--- src/rtl/mmio_uart_tx.sv ---
// mmio_uart_tx: memory-mapped 8N1 UART transmitter on the core data port.
// TXDATA stores queue bytes in a FIFO; STATUS reads report FIFO and line state.
module mmio_uart_tx #(
    parameter int          CLKS_PER_BIT = 16,
    parameter int          FIFO_DEPTH   = 8,
    parameter logic [13:0] BASE_ADDR    = 14'h3FF0
) (
    input  logic        clk,
    input  logic        resetn,
    input  logic [13:0] d_addr,
    input  logic [31:0] dw_data,
    input  logic [1:0]  dw_size,
    output logic [31:0] d_data,
    output logic        tx,
    output logic        tx_busy
);

    localparam int AW = $clog2(FIFO_DEPTH);
    localparam int CW = AW + 1;
    localparam int BW = (CLKS_PER_BIT > 1) ? $clog2(CLKS_PER_BIT) : 1;

    localparam logic [BW-1:0] BAUD_LAST = BW'(CLKS_PER_BIT - 1);
    localparam logic [CW-1:0] DEPTH     = CW'(FIFO_DEPTH);

    typedef enum logic [1:0] {
        IDLE,
        START,
        DATA,
        STOP
    } state_t;

    // bus decode
    logic hit;
    logic wr;
    logic push_req;
    logic st_wr;

    assign hit      = (d_addr[13:3] == BASE_ADDR[13:3]);
    assign wr       = |dw_size;
    assign push_req = hit && !d_addr[2] && wr;
    assign st_wr    = hit && d_addr[2] && wr;

    logic unused_ok;
    assign unused_ok = ^{dw_data[31:9], d_addr[1:0]};

    // fifo state
    logic [7:0]    mem_q [FIFO_DEPTH];
    logic [AW-1:0] wr_ptr_q, wr_ptr_d;
    logic [AW-1:0] rd_ptr_q, rd_ptr_d;
    logic [CW-1:0] count_q, count_d;
    logic          empty;
    logic          full;
    logic          push_ok;
    logic          pop;
    logic [7:0]    fifo_rd;

    assign empty   = (count_q == '0);
    assign full    = (count_q == DEPTH);
    assign fifo_rd = mem_q[rd_ptr_q];

    // a pop on the same edge frees the slot a push into a full fifo needs
    assign push_ok = push_req && (!full || pop);

    always_comb begin
        wr_ptr_d = wr_ptr_q;
        rd_ptr_d = rd_ptr_q;
        count_d  = count_q;
        if (push_ok) begin
            wr_ptr_d = wr_ptr_q + AW'(1);
        end
        if (pop) begin
            rd_ptr_d = rd_ptr_q + AW'(1);
        end
        count_d = count_q + CW'(push_ok) - CW'(pop);
    end

    always_ff @(posedge clk) begin
        if (push_ok) begin
            mem_q[wr_ptr_q] <= dw_data[7:0];
        end
    end

    // overflow flag
    logic overflow_q, overflow_d;

    always_comb begin
        overflow_d = overflow_q;
        if (push_req && !push_ok) begin
            overflow_d = 1'b1;
        end else if (st_wr && dw_data[8]) begin
            overflow_d = 1'b0;
        end
    end

    // serialiser
    state_t        state_q, state_d;
    logic [BW-1:0] baud_q, baud_d;
    logic [2:0]    bit_q, bit_d;
    logic [7:0]    shift_q, shift_d;
    logic          tx_q, tx_d;
    logic          baud_end;

    assign baud_end = (baud_q == BAUD_LAST);

    always_comb begin
        state_d = state_q;
        baud_d  = baud_q;
        bit_d   = bit_q;
        shift_d = shift_q;
        tx_d    = tx_q;
        pop     = 1'b0;
        unique case (state_q)
            IDLE: begin
                tx_d = 1'b1;
                if (!empty) begin
                    pop     = 1'b1;
                    shift_d = fifo_rd;
                    tx_d    = 1'b0;
                    baud_d  = '0;
                    state_d = START;
                end
            end
            START: begin
                if (baud_end) begin
                    baud_d  = '0;
                    bit_d   = 3'd0;
                    tx_d    = shift_q[0];
                    shift_d = shift_q >> 1;
                    state_d = DATA;
                end else begin
                    baud_d = baud_q + BW'(1);
                end
            end
            DATA: begin
                if (baud_end) begin
                    baud_d = '0;
                    if (bit_q == 3'd7) begin
                        tx_d    = 1'b1;
                        state_d = STOP;
                    end else begin
                        bit_d   = bit_q + 3'd1;
                        tx_d    = shift_q[0];
                        shift_d = shift_q >> 1;
                    end
                end else begin
                    baud_d = baud_q + BW'(1);
                end
            end
            STOP: begin
                if (baud_end) begin
                    baud_d = '0;
                    // chain straight into the next start bit
                    if (!empty) begin
                        pop     = 1'b1;
                        shift_d = fifo_rd;
                        tx_d    = 1'b0;
                        state_d = START;
                    end else begin
                        state_d = IDLE;
                    end
                end else begin
                    baud_d = baud_q + BW'(1);
                end
            end
            default: begin
                state_d = IDLE;
                tx_d    = 1'b1;
                baud_d  = '0;
            end
        endcase
    end

    // status and read port
    logic [31:0] status;
    logic [31:0] d_data_q, d_data_d;

    assign tx_busy = (state_q != IDLE) || !empty;

    assign status = {20'b0, overflow_q, tx_busy, full, empty,
                     8'(count_q)};

    always_comb begin
        d_data_d = '0;
        if (hit && d_addr[2]) begin
            d_data_d = status;
        end
    end

    always_ff @(posedge clk) begin
        if (resetn) begin
            wr_ptr_q   <= '0;
            rd_ptr_q   <= '0;
            count_q    <= '0;
            overflow_q <= 1'b0;
            state_q    <= IDLE;
            baud_q     <= '0;
            bit_q      <= 3'd0;
            shift_q    <= 8'd0;
            tx_q       <= 1'b1;
            d_data_q   <= 32'd0;
        end else begin
            wr_ptr_q   <= wr_ptr_d;
            rd_ptr_q   <= rd_ptr_d;
            count_q    <= count_d;
            overflow_q <= overflow_d;
            state_q    <= state_d;
            baud_q     <= baud_d;
            bit_q      <= bit_d;
            shift_q    <= shift_d;
            tx_q       <= tx_d;
            d_data_q   <= d_data_d;
        end
    end

    assign tx     = tx_q;
    assign d_data = d_data_q;

endmodule
--- config.mk ---
export PLATFORM = sky130hd
export DESIGN_NAME = mmio_uart_tx
export DESIGN_NICKNAME = d
export VERILOG_FILES = /design/src/rtl/mmio_uart_tx.sv
export SDC_FILE = /design/constraint.sdc
export NUM_CORES = 1
export LEC_CHECK = 0
export CORE_MARGIN = 5
export CORE_UTILIZATION = 50
export DETAILED_ROUTE_END_ITERATION = 12
export PLACE_DENSITY_LB_ADDON = 0.12
export SLEW_MARGIN = 20
export SYNTH_ARGS = -nofsm -noshare
export SYNTH_HDL_FRONTEND = slang
export SYNTH_SLANG_ARGS = --single-unit
export TNS_END_PERCENT = 30
--- constraint.sdc ---
create_clock -name clk -period 6 [get_ports clk]
set_clock_uncertainty 0.05 [all_clocks]
set_input_delay 1.2 -clock clk [delete_from_list [all_inputs] [get_ports clk]]
set_output_delay 1.2 -clock clk [all_outputs]
set_load 0.01 [all_outputs]
# Word level (Yosys, flattened, before mapping)
# Memory sizes are Yosys's and may differ from the RTL's. A register that Yosys moved wholly into a read port is not among the register bits.
# Cells that the tools add are included.
classes:
  add_sub_neg: 6
  mul: 0
  div_mod_pow: 0
  magnitude_cmp: 0
  n_eq_ne: 14
  shift: 0
  mux: 36
  bitwise_logic: 1
  n_reduce_logical: 25
ops:
  columns: ["operator", "count"]
  rows:
  - ["$mux W8", 5]
  - ["$pmux W8 S4", 1]
  - ["$mux W3", 5]
  - ["$ne A2 B2 Y1 const B", 7]
  - ["$mux W1", 13]
  - ["$reduce_and A4 Y1", 3]
  - ["$eq A11 B11 Y1 const B", 1]
  - ["$mux W2", 5]
  - ["$add A3 B1 Y3 const B", 3]
  - ["$eq A4 B4 Y1 const B", 2]
  - ["$mux W4", 2]
  - ["$pmux W2 S4", 1]
  - ["$pmux W4 S2", 1]
  - ["$logic_and A1 B1 Y1", 7]
  - ["$pmux W3 S2", 1]
  - ["$reduce_bool A2 Y1", 3]
  - ["$reduce_and A5 Y1", 1]
  - ["$add A4 B1 Y4", 1]
  - ["$add A4 B1 Y4 const B", 1]
  - ["$eq A2 B2 Y1 const B", 2]
  - ["$logic_not A1 Y1", 4]
  - ["$logic_not A4 Y1", 1]
  - ["$pmux W1 S4", 1]
  - ["$reduce_or A2 Y1", 2]
  - ["8 further kinds", 9]
totals:
  regBits: 61
  latch_bits: 0
  mem_bits_rw: 64
  mem_bits_ro: 0
  inputBits: 50
  wordCells: 94
  n_memories: 1
mem_list:
  columns: ["name", "depth", "width", "rd", "rd_ports_with_merged_regs", "write_ports", "line", "text"]
  rows:
  - ["mem_q", 8, 8, 1, 1, 1, "47", "logic [7:0] mem_q [FIFO_DEPTH];"]

# Depth between registers and ports, before layout
depth:
  word_depth: 9
  ltp_mapped: 11
  mapped_depth_nobuf: 11

# Worst setup path after synthesis
# OpenSTA, ideal clock, no wires.
synth_path:
  path_kind: "input -> register"
  start: "input d_addr[12]"
  end: "memory mem_q[0][0] (enable)"
  arrival_ns: 2.960
  t_required_ns: 5.555
  path_slack_ns: 2.596
  cell_stages: 4
  path_cell_list: "nand4_1 -> nor4_1 -> nand3b_1 -> nor4_1"
synth_between:
  elab_chain_len: 6
synth_rtl:
  columns: ["element", "line", "text"]
  rows:
  - ["from (decl)", "10", "input logic [13:0] d_addr,"]
  - ["$eq A11 B11 Y1", "38", "assign hit = (d_addr[13:3] == BASE_ADDR[13:3]);"]
  - ["$logic_and A1 B1 Y1 (2 in a row)", "40", "assign push_req = hit && !d_addr[2] && wr;"]
  - ["$logic_and A1 B1 Y1", "62", "assign push_ok = push_req && (!full || pop);"]
  - ["$mux W1", "78", "if (push_ok) begin"]
  - ["$mux W1 (not written as such)", "79", "mem_q[wr_ptr_q] <= dw_data[7:0];"]
  - ["to (decl)", "47", null]
# No other way between the ends.

# Final worst setup path
layout_path:
  start: "input d_addr[12]"
  end: "register count_q[2]"
layout_between:
  elab_chain_len: 6
layout_rtl:
  columns: ["element", "line", "text"]
  rows:
  - ["$eq A11 B11 Y1", "38", null]
  - ["$logic_and A1 B1 Y1 (2 in a row)", "40", null]
  - ["$logic_and A1 B1 Y1", "62", null]
  - ["$add A4 B1 Y4", "74", "count_d = count_q + CW'(push_ok) - CW'(pop);"]
  - ["$sub A4 B1 Y4", "74", null]
  - ["to (signal assigned)", "204", "count_q <= count_d;"]
  - ["to (decl)", "50", "logic [CW-1:0] count_q, count_d;"]
# No other way between the ends.
# A chain may end at the register's enable or synchronous reset.

==> metrics.md <==
| Metric | Value |
|---|---|
| Layout cell share with drive strength beyond 1 | 0.146 |
| Lkg Pwr | roughly 1.8 nW |
| Die Wd | about 110 microns |
| DR vias/cell | 5.39 |
| Crit Path Max Fanout | 5 |
| Global-route wire length before repair | about 13 mm |
| Crit Reg-Reg Startpoint | state_q[1] |
| Resize count post-CTS | 0 |
| Final #Nets | approximately 440 |
| Yosys cell types | 55 |
| HP Class | reg2reg |
| Grt total ovfl | 0 |
| Routed WL per cell | between 15 and 20 microns |
| CTS tree | built |
| CTS clock-pin slew for the worst setup and hold paths | approximately 100 ps |
| Synth Register Bits | 104 |
| Tcrit/Tclk final | 0.623 |
| Drt drc | 0 |
| FF-to-FF path depth | 10 |
| Main synth FF type | edfxtp_1 |
| HP Start | shift_q[4] |
| Post-Syn Instances | 337 |
| Setup violations, final | 0 |
| Max-cap violation count | 0 |
| Synth async-reset ratio | 0 |
| Unrepaired setup endpoints after global routing | false |
| Pin count of the biggest net entering global routing | 33 |
| Core footprint | slightly below 9000 sq um |
| Initial DRC Count | between 80 and 90 |
| Hold-fix buffers, CTS | 0 |
| PD cells | roughly 360 nW/um^2 |
| Setup tns final | 0 ps |
| Hold depth | 2 |
| Register area share after synthesis | 0.597 |
| Fin crit period | approximately 3700 ps |
| # IOs | 84 |
| Antenna diodes | 0 |
| Hpwl dp | 5.60 mm |
| Largest cells by area after synthesis | edfxtp_1 (42%), dfxtp_1 (18%), mux4_2 (7.4%) |
| Total global-route track usage | 0.153 |
| CTS HTree Levels | 3 |
| Final Wtd Congestion | between 0.6 and 0.7 |
| Area leader, netlist | edfxtp_1 |
| Post-synth EDFFs | between 60 and 70 |
| Fmax | approximately 0.27 GHz |
| Top cell type's share of synthesized area | 0.421 |
| Initial Util | 0.518 |
| CTS Buf Count | 9 |
| CTS root buf | clkbuf_8 |
| Syn. warnings | 0 |
| CP Data Required Time | about 6200 ps |
| CP arrival | ~4000 ps |
| Post-CTS Setup Bufs | 0 |
| Initial antenna violation count | 0 |
| Critical Path Source Type | input port |
| Port buffer count | 34 |
| Drt total wl | approximately 8 mm |
| Status | completed |
| Clk_lat worst skew | ~380 ps |
| ANT nets after route | 0 |
| CTS Sinks | 104 |
| CTS max path bufs | 2 |
| Core Util, Final | 0.587 |
| Worst slew pin tran | 867 ps |
| Final slew viol count | 0 |
| Via Count | 2645 |
| Mapped cell area | ~4600 sq um |
| Vias in the first global route | around 2600 |
| Die Y | 106 microns |
| VDD IR max | 150 uV |
| Final Hold Viols | 0 |
| Max transition margin | 0.421 |
| Commonest cells in the netlist | edfxtp_1 (64), dfxtp_1 (40), buf_4 (25), a21oi_1 (19), nor2_1 (19) |
| Total chip power | approximately 1.8 mW |
| Critical path type | in2reg |
| Layout Area Growth over Synthesis | 13.2% |
| Critical Path End Type | flip-flop |
| Worst r2r dst | count_q[2] |
| Die area | around 11000 sq um |
| Reg2Reg Setup Slack | ~2600 ps |
| Drt pass-1 iters | 4 |
| Cell with the most instances after synthesis | edfxtp_1 |
| Placement row count | 34 |
| Syn_area_per_cell | ~14 sq um |
| Worst Hold Endpoint | shift_q[4] |
metrics by stage:
step	instance area [sq um]	hold slack [ps]	setup WS, ps	cells
after floorplan	4650	377	2600	360
after global placement	4960	388	1960	475
after detailed placement	4960	392	1880	475
after CTS	5160	405	2290	491
after global routing	5170	431	1980	491
final	5170	405	2260	491
worst max path at each step:
| stage | cells after the start | startpoint | to | slack, ps |
|---|---|---|---|---|
| 4_1_cts | 10 | d_addr[12] | count_q[2] | 2290 |
| 5_1_grt | 10 | d_addr[10] | count_q[2] | 1980 |
| 2_1_floorplan | 4 | d_addr[12] | mem_q[0][0] | 2600 |
| 6_report | 10 | d_addr[12] | count_q[2] | 2260 |
| 3_5_place_dp | 10 | d_addr[12] | count_q[2] | 1880 |
| 3_3_place_gp | 10 | d_addr[12] | count_q[2] | 1960 |
sequential cells by signal, summed over array words and instances (netlist names), named ones only:
register and flops:
baud_q 4, bit_q 3, count_q 4, d_data 8
mem_q 64, overflow_q 1, rd_ptr_q 3, shift_q 8
state_q 2, tx 1, wr_ptr_q 3
layout by cell type (no fill, tap or decap), drive strengths merged, types with 2 or more instances in the layout:
| master | count |
|---|---|
| a211oi | 3 |
| a21o | 2 |
| a21oi | 19 |
| a22o | 2 |
| and2 | 8 |
| and3 | 2 |
| buf | 9 |
| clkbuf | 9 |
| clkdlybuf4s50 | 34 |
| clkinv | 2 |
| conb | 24 |
| dfxtp | 40 |
| edfxtp | 64 |
| ha | 15 |
| inv | 15 |
| mux2 | 8 |
| mux2i | 4 |
| mux4 | 15 |
| nand2 | 10 |
| nand2b | 11 |
| nand3 | 3 |
| nand3b | 3 |
| nand4 | 2 |
| nand4b | 2 |
| nor2 | 19 |
| nor2b | 3 |
| nor3 | 6 |
| nor3b | 3 |
| nor4 | 4 |
| nor4b | 2 |
| o211ai | 8 |
| o21ai | 5 |
| o22ai | 2 |
| o31ai | 3 |
| or4 | 4 |
| xnor2 | 3 |
worst max-delay path, cell delays in order:
cell and delay, ps:
clkdlybuf4s50_1 460, nand4_1 170, nor4_1 730, nand3b_1 330
o21ai_0 240, ha_1 190, inv_1 50, fa_1 370
xor2_1 140, nor2_1 50
area by class of cell:
class | instances | area [sq um]
clock buffer | 9 | 124
clock inverter | 7 | 76.3
sequential | 104 | 2720
fill | 727 | 3640
multi-input combinational | 210 | 1660
timing repair buffer | 43 | 408
tap | 108 | 135
inverter | 10 | 37.5
kinds of logic after synthesis:
group           Yosys count  synth area share
flops                   104             0.597
simple gates             87             0.112
compound gates           52            0.0757
buf+inv                  46            0.0592
mux                      27             0.103
fa+ha+maj                16            0.0455
xor+xnor                  4           0.00768
other cells               1          0.000822
where the power goes:
group,switching (mW),internal (mW)
registers,0.0348,0.807
clock network,0.263,0.167
logic,0.303,0.261
routing by layer:
layer | wire [microns] | global-route usage
met1 | 3450 | 0.192
met2 | 4170 | 0.261
met3 | 447 | 0.0397
met4 | 77 | 0.0463
met5 | 0 | 0
No activity file was read; power rests on OpenSTA's default activity.
==> variant 1: new RTL, config.mk and constraints unchanged <==
Remove the register `d_data_q`: a continuous assignment takes its place, so the output `d_data` follows one clock earlier.
--- a/src/rtl/mmio_uart_tx.sv
+++ b/src/rtl/mmio_uart_tx.sv
@@ -199,3 +199,2 @@
             tx_q       <= 1'b1;
-            d_data_q   <= 32'd0;
         end else begin
@@ -210,5 +209,6 @@
             tx_q       <= tx_d;
-            d_data_q   <= d_data_d;
-        end
-    end
+        end
+    end
+
+    assign d_data_q = d_data_d;
 
Behaviour: not the same (a bounded check fails within 4 cycles, from zero or initial values and one cycle with resetn high).
==> variant 1 against the unedited design <==
- register-to-register slack improved by 280 ps
- sequential cell count fell by 8
- area after synthesis decreased by 3.6%
- wire length fell by 2.6%
- final area down 4.2%
- worst setup slack worse by 560 ps
- count of clock-buffer cells in the layout unchanged
- power fell by 3.3%
- critical path type is now primary input to output pin
==> variant 1: results (changes against the unedited design) <==
\begin{tabular}{lr}
\hline
Metric & Value \\
\hline
\multicolumn{2}{l}{\textbf{Critical path}} \\
Critical Path Max Stage Delay & 550 ps (-180 ps) \\
Worst-case register-to-register setup slack & 2860 ps (+280 ps) \\
R2r endpoint & count\_q[2] \\
Slowest cell on the critical path & clkdlybuf4s50\_1 \\
Worst-path fanout max & 6 (+1) \\
Cell count of the worst reg-to-reg path & 11 (+1) \\
CP Data Arrival Time & 3040 ps (-910 ps) \\
CP Capture Point & d\_data[9] \\
First element of the critical path & d\_addr[2] \\
\multicolumn{2}{l}{\textbf{Power and ir drop}} \\
IR drop worst, VDD & 0.0001719 V (+15\%) \\
Design internal power & 1178 uW (-4.6\%) \\
Total leakage power & 0.001706 uW (-5.3\%) \\
\multicolumn{2}{l}{\textbf{Layout}} \\
Filler cell count in the final layout & 709 (-2.5\%) \\
Fraction of layout cells with a size suffix above 1 & 0.1377 (-0.008473) \\
Net count reported at finish & 425 (-4.3\%) \\
\multicolumn{2}{l}{\textbf{Yosys}} \\
Sequential share of the synthesized area & 0.5825 (-0.01417) \\
Flops \& latches, synth & 96 (-7.7\%) \\
Leading register cell type out of synthesis & edfxtp\_1 \\
Number of distinct standard cells referenced by the synthesized netlist & 55 (unchanged) \\
Main area contributors after synthesis & edfxtp\_1 44\%, dfxtp\_1 15\%, mux4\_2 8.2\% \\
Most common library cells after synthesis & 64 x edfxtp\_1, 32 x dfxtp\_1, 26 x buf\_4, 23 x nor2\_1, 19 x a21oi\_1 \\
Yosys warnings & 0 (unchanged) \\
\multicolumn{2}{l}{\textbf{Drt}} \\
Initial DRC count & 112 (+30\%) \\
DR pass1 iterations & 4 (unchanged) \\
Drt via density & 5.408 (+0.38\%) \\
Total Routed Length & 7927 um (-2.6\%) \\
\multicolumn{2}{l}{\textbf{Placement}} \\
Standard cell area after detailed placement & 0.004751 mm\^{}2 (-4.2\%) \\
Number of buffer cells added on primary ports & 34 (unchanged) \\
GPL Wtd Cong & 0.7437 (+10\%) \\
Placed wire-length estimate after detailed placement & 5366 um (-4.1\%) \\
\multicolumn{2}{l}{\textbf{Clocking}} \\
Maximum root-to-sink buffer count & 2 (unchanged) \\
Clock input transition at the sequential cells of the worst setup and hold paths & 90 ps \\
Number of clock buffers inserted by TritonCTS & 9 (unchanged) \\
H-tree lvl count & 3 (unchanged) \\
\multicolumn{2}{l}{\textbf{Global routing}} \\
Global-route usage over all layers & 0.1497 (-0.003221) \\
Number of global-route vias before repair & 2510 (-4.2\%) \\
Largest net degree at the start of global routing & 30 (-9.1\%) \\
Global-route wire length before repair & 12880 um (-2.6\%) \\
\multicolumn{2}{l}{\textbf{STA}} \\
Worst rel slew slack & 0.3821 (-0.03903) \\
\multicolumn{2}{l}{\textbf{Outcome}} \\
Result of the run & complete, no violations \\
\hline
\end{tabular}
variant 1: cell types whose count changed after synthesis, moves of 3 or more:
cell and delta:
mux2_2 -7, nand2_1 +4, o211ai_1 -8, nor2_1 +4, a211o_1 +6, o31ai_1 -3, inv_1 +3, and2_1 -6
mux2i_1 +6, nor4_1 +3, dfxtp_1 -8, nand2b_1 -10
variant 1: cells by family (layout without fill, tap and decap cells):
| group | after synthesis | in the layout | synth area share |
|---|---|---|---|
| mux | 27 | 27 | 0.1072 |
| flops | 96 | 96 | 0.5825 |
| fa+ha+maj | 17 | 17 | 0.05006 |
| simple gates | 82 | 82 | 0.1069 |
| other cells | 1 | 24 | 0.0008524 |
| compound gates | 48 | 48 | 0.07793 |
| buf+inv | 49 | 65 | 0.06655 |
| xor+xnor | 4 | 4 | 0.007965 |
variant 1: power groups by stage:
stage,Sequential (uW),Clock [uW],Combinational (uW)
finish,814,426,535
global route,825,469,597
CTS,817,436,541
detailed placement,832,0,539
global placement,830,0,529
floorplan,792,0,470
variant 1: worst max-delay path, delay by kind of cell:
family | cells | cell delay (ps)
AND/OR/NAND/NOR | 3 | 760
buffers and inverters | 2 | 1080
variant 1: area by class of cell:
class                           count  area share
Timing Repair Buffer               37     0.07233
Clock buffer                        9     0.02504
Clock inverter                      7     0.01543
Tap cell                          108     0.02731
Multi-Input combinational cell    202      0.3326
Inverter                           12    0.009105
Sequential cell                    96      0.5182
variant 1: how the worst min path moves through the flow:
stage | start | endpoint | slack [ps] | cells past startpoint
floorplan | shift_q[0] | shift_q[0] | 390 | 2
global placement | shift_q[5] | shift_q[5] | 390 | 2
detailed placement | shift_q[5] | shift_q[5] | 400 | 2
CTS | shift_q[5] | shift_q[5] | 410 | 2
global route | shift_q[5] | shift_q[5] | 430 | 2
finish | shift_q[6] | shift_q[6] | 410 | 2
variant 1: per-stage QoR:
stage / total power, uW / std cells / worst slack (ps) / util
after floorplan: 1262 / 347 / 2700 / -
after global placement: 1359 / 455 / 1707 / 0.5501
after detailed placement: 1370 / 455 / 1678 / 0.5501
after CTS: 1794 / 471 / 1683 / 0.5733
after global routing: 1891 / 471 / 1563 / 0.5729
final: 1775 / 471 / 1707 / 0.5729
variant 1: per-layer routing:
| metal | up-vias | track usage | share of wire | wire length, um |
|---|---|---|---|---|
| met3 | 17 | 0.03420 | 0.040 | 317 |
| met5 | - | 0 | 0 | 0 |
| met4 | 0 | 0.06290 | 0.023 | 183 |
| met2 | 43 | 0.2441 | 0.49 | 3884 |
| li1 | 1249 | - | - | - |
| met1 | 1238 | 0.1924 | 0.45 | 3541 |
==> variant 2: new RTL, config.mk and constraints unchanged <==
Without the edit above. Set the parameter `CLKS_PER_BIT` to 32 (it was 16).
--- a/src/rtl/mmio_uart_tx.sv
+++ b/src/rtl/mmio_uart_tx.sv
@@ -3,3 +3,3 @@
 module mmio_uart_tx #(
-    parameter int          CLKS_PER_BIT = 16,
+    parameter int          CLKS_PER_BIT = 32,
     parameter int          FIFO_DEPTH   = 8,
Check against the original RTL: same outputs for any inputs over 10 cycles, from zero or initial values and one cycle with resetn high; that may be too few to reach the edited logic, so the function may still have changed.
==> variant 2 against the unedited design <==
- sequential cell count grew 1
- via count is 2.1% higher
- combinational power fell by 6.6%
- die area increased by 2.9%
- worst setup slack improved by 69 ps
- power up 1.0%
- first-iteration DRC count is 21% higher
- sequential share of layout area shrank 0.66 points
- wire length up 4.0%
- final area increased by 2.0%
- area after synthesis increased by 3.2%
- non-clock buffer count decreased by 2
- register-to-register slack improved by 50 ps
- critical path type unchanged
- critical endpoint is now mem_q[3][1]
==> variant 2: results (changes against the unedited design) <==
\begin{tabular}{lr}
\hline
Metric & Value \\
\hline
\multicolumn{2}{l}{\textbf{Outcome}} \\
Result of the run & complete, no violations \\
\multicolumn{2}{l}{\textbf{Placement}} \\
GPL Wtd Cong & 0.7370 (+9.1\%) \\
Placed wire-length estimate after detailed placement & 5959 um (+6.5\%) \\
Number of buffer cells added on primary ports & 34 (unchanged) \\
Standard cell area after detailed placement & 0.005069 mm\^{}2 (+2.2\%) \\
\multicolumn{2}{l}{\textbf{Critical path}} \\
Slowest cell on the critical path & nor3\_1 \\
Cell count of the worst reg-to-reg path & 7 (-3) \\
Worst-path fanout max & 8 (+3) \\
CP Data Arrival Time & 3690 ps (-260 ps) \\
Critical Path Max Stage Delay & 760 ps (+30 ps) \\
\multicolumn{2}{l}{\textbf{Worst hold path}} \\
Type of the tightest min-delay check & flip-flop to flip-flop \\
\multicolumn{2}{l}{\textbf{Clocking}} \\
Clock insertion delay at the later pin of the skew report & 360 ps (-20 ps) \\
Number of clock buffers inserted by TritonCTS & 9 (unchanged) \\
Root buf cell & clkbuf\_8 \\
\multicolumn{2}{l}{\textbf{Global routing}} \\
Global-route wire length before repair & 13760 um (+4.1\%) \\
Global-route usage over all layers & 0.1555 (+0.002540) \\
Largest net degree at the start of global routing & 36 (+9.1\%) \\
Number of global-route vias before repair & 2738 (+4.5\%) \\
\multicolumn{2}{l}{\textbf{Yosys}} \\
Post-synth ARST share & 0 (unchanged) \\
Yosys warnings & 0 (unchanged) \\
Main area contributors after synthesis & edfxtp\_1 41\%, dfxtp\_1 17\%, mux4\_1 5.6\% \\
Sequential share of the synthesized area & 0.5824 (-0.01430) \\
Most common library cells after synthesis & 64 x edfxtp\_1, 41 x dfxtp\_1, 24 x buf\_4, 18 x nor2\_1 \\
\multicolumn{2}{l}{\textbf{Drt}} \\
Initial DRC count & 104 (+21\%) \\
Drt via density & 5.424 (+0.68\%) \\
Average wire per cell in the routed design & 16.99 um (+2.5\%) \\
\multicolumn{2}{l}{\textbf{Power and ir drop}} \\
Reported net switching power & 583.3 uW (-2.9\%) \\
IR drop worst, VDD & 0.0001640 V (+9.4\%) \\
Total leakage power & 0.001898 uW (+5.4\%) \\
\multicolumn{2}{l}{\textbf{STA}} \\
Worst rel slew slack & 0.3668 (-0.05428) \\
\multicolumn{2}{l}{\textbf{Layout}} \\
Largest register by flop count & mem\_q \\
Fraction of layout cells with a size suffix above 1 & 0.1163 (-0.02994) \\
Flip-flop count of the largest register, all copies and words added & 64 (unchanged) \\
Net count reported at finish & 450 (+1.4\%) \\
\hline
\end{tabular}
==> variant 2: path summary, 6_finish.rpt <==
path,startpoint,end,slack (ps)
setup / recovery,d_addr[9],mem_q[3][1],2330
hold / removal,baud_q[4],baud_q[4],410
setup reg to reg,state_q[0],mem_q[3][1],2630
hold reg to reg,baud_q[4],baud_q[4],410
==> variant 2: power groups by stage <==
stage / Sequential [uW] / Combinational [uW] / Clock (uW)
after floorplan: 870 / 447 / 0
final: 887 / 527 / 440
after CTS: 889 / 534 / 455
after global routing: 898 / 590 / 483
after detailed placement: 906 / 530 / 0
after global placement: 905 / 517 / 0
==> variant 2: layout make-up <==
type                            count  area, um^2
Tap cell                          111       138.9
Fill cell                         753        3926
Timing Repair Buffer               41       392.9
Inverter                           13       48.80
Sequential cell                   105        2743
Clock inverter                      7       77.57
Multi-Input combinational cell    212        1745
Clock buffer                        9       123.9
==> variant 2: per-layer routing <==
metal  vias to the layer above  share of wire  track usage
met2                        53           0.50       0.2632
met1                      1327           0.45       0.2028
met3                         5          0.042      0.03010
met5                         -              0            0
li1                       1316              -            -
met4                         0          0.011      0.04658
==> variant 2: cells by family after synthesis <==
logic type | count (synthesis) | synth area share
adders and majority gates | 18 | 0.04941
and+or+nand+nor | 87 | 0.1129
AOI/OAI and AO/OA | 52 | 0.07173
DFF | 105 | 0.5824
muxes | 27 | 0.1100
buffers and inverters | 49 | 0.06535
other | 1 | 0.0007963
xor gates and xnor gates | 4 | 0.007440
==> variant 2: per-stage QoR <==
step / std cells / util / setup slack, ps
2_1_floorplan: 366 / - / 2713
3_3_place_gp: 482 / 0.5512 / 1965
3_5_place_dp: 482 / 0.5512 / 1978
4_1_cts: 498 / 0.5731 / 2344
5_1_grt: 498 / 0.5731 / 2206
6_report: 498 / 0.5731 / 2332
==> variant 2: critical path: cells and delay by family <==
family | cells | cell delay, ps
buffers and inverters | 2 | 740
and+or+nand+nor | 4 | 1740
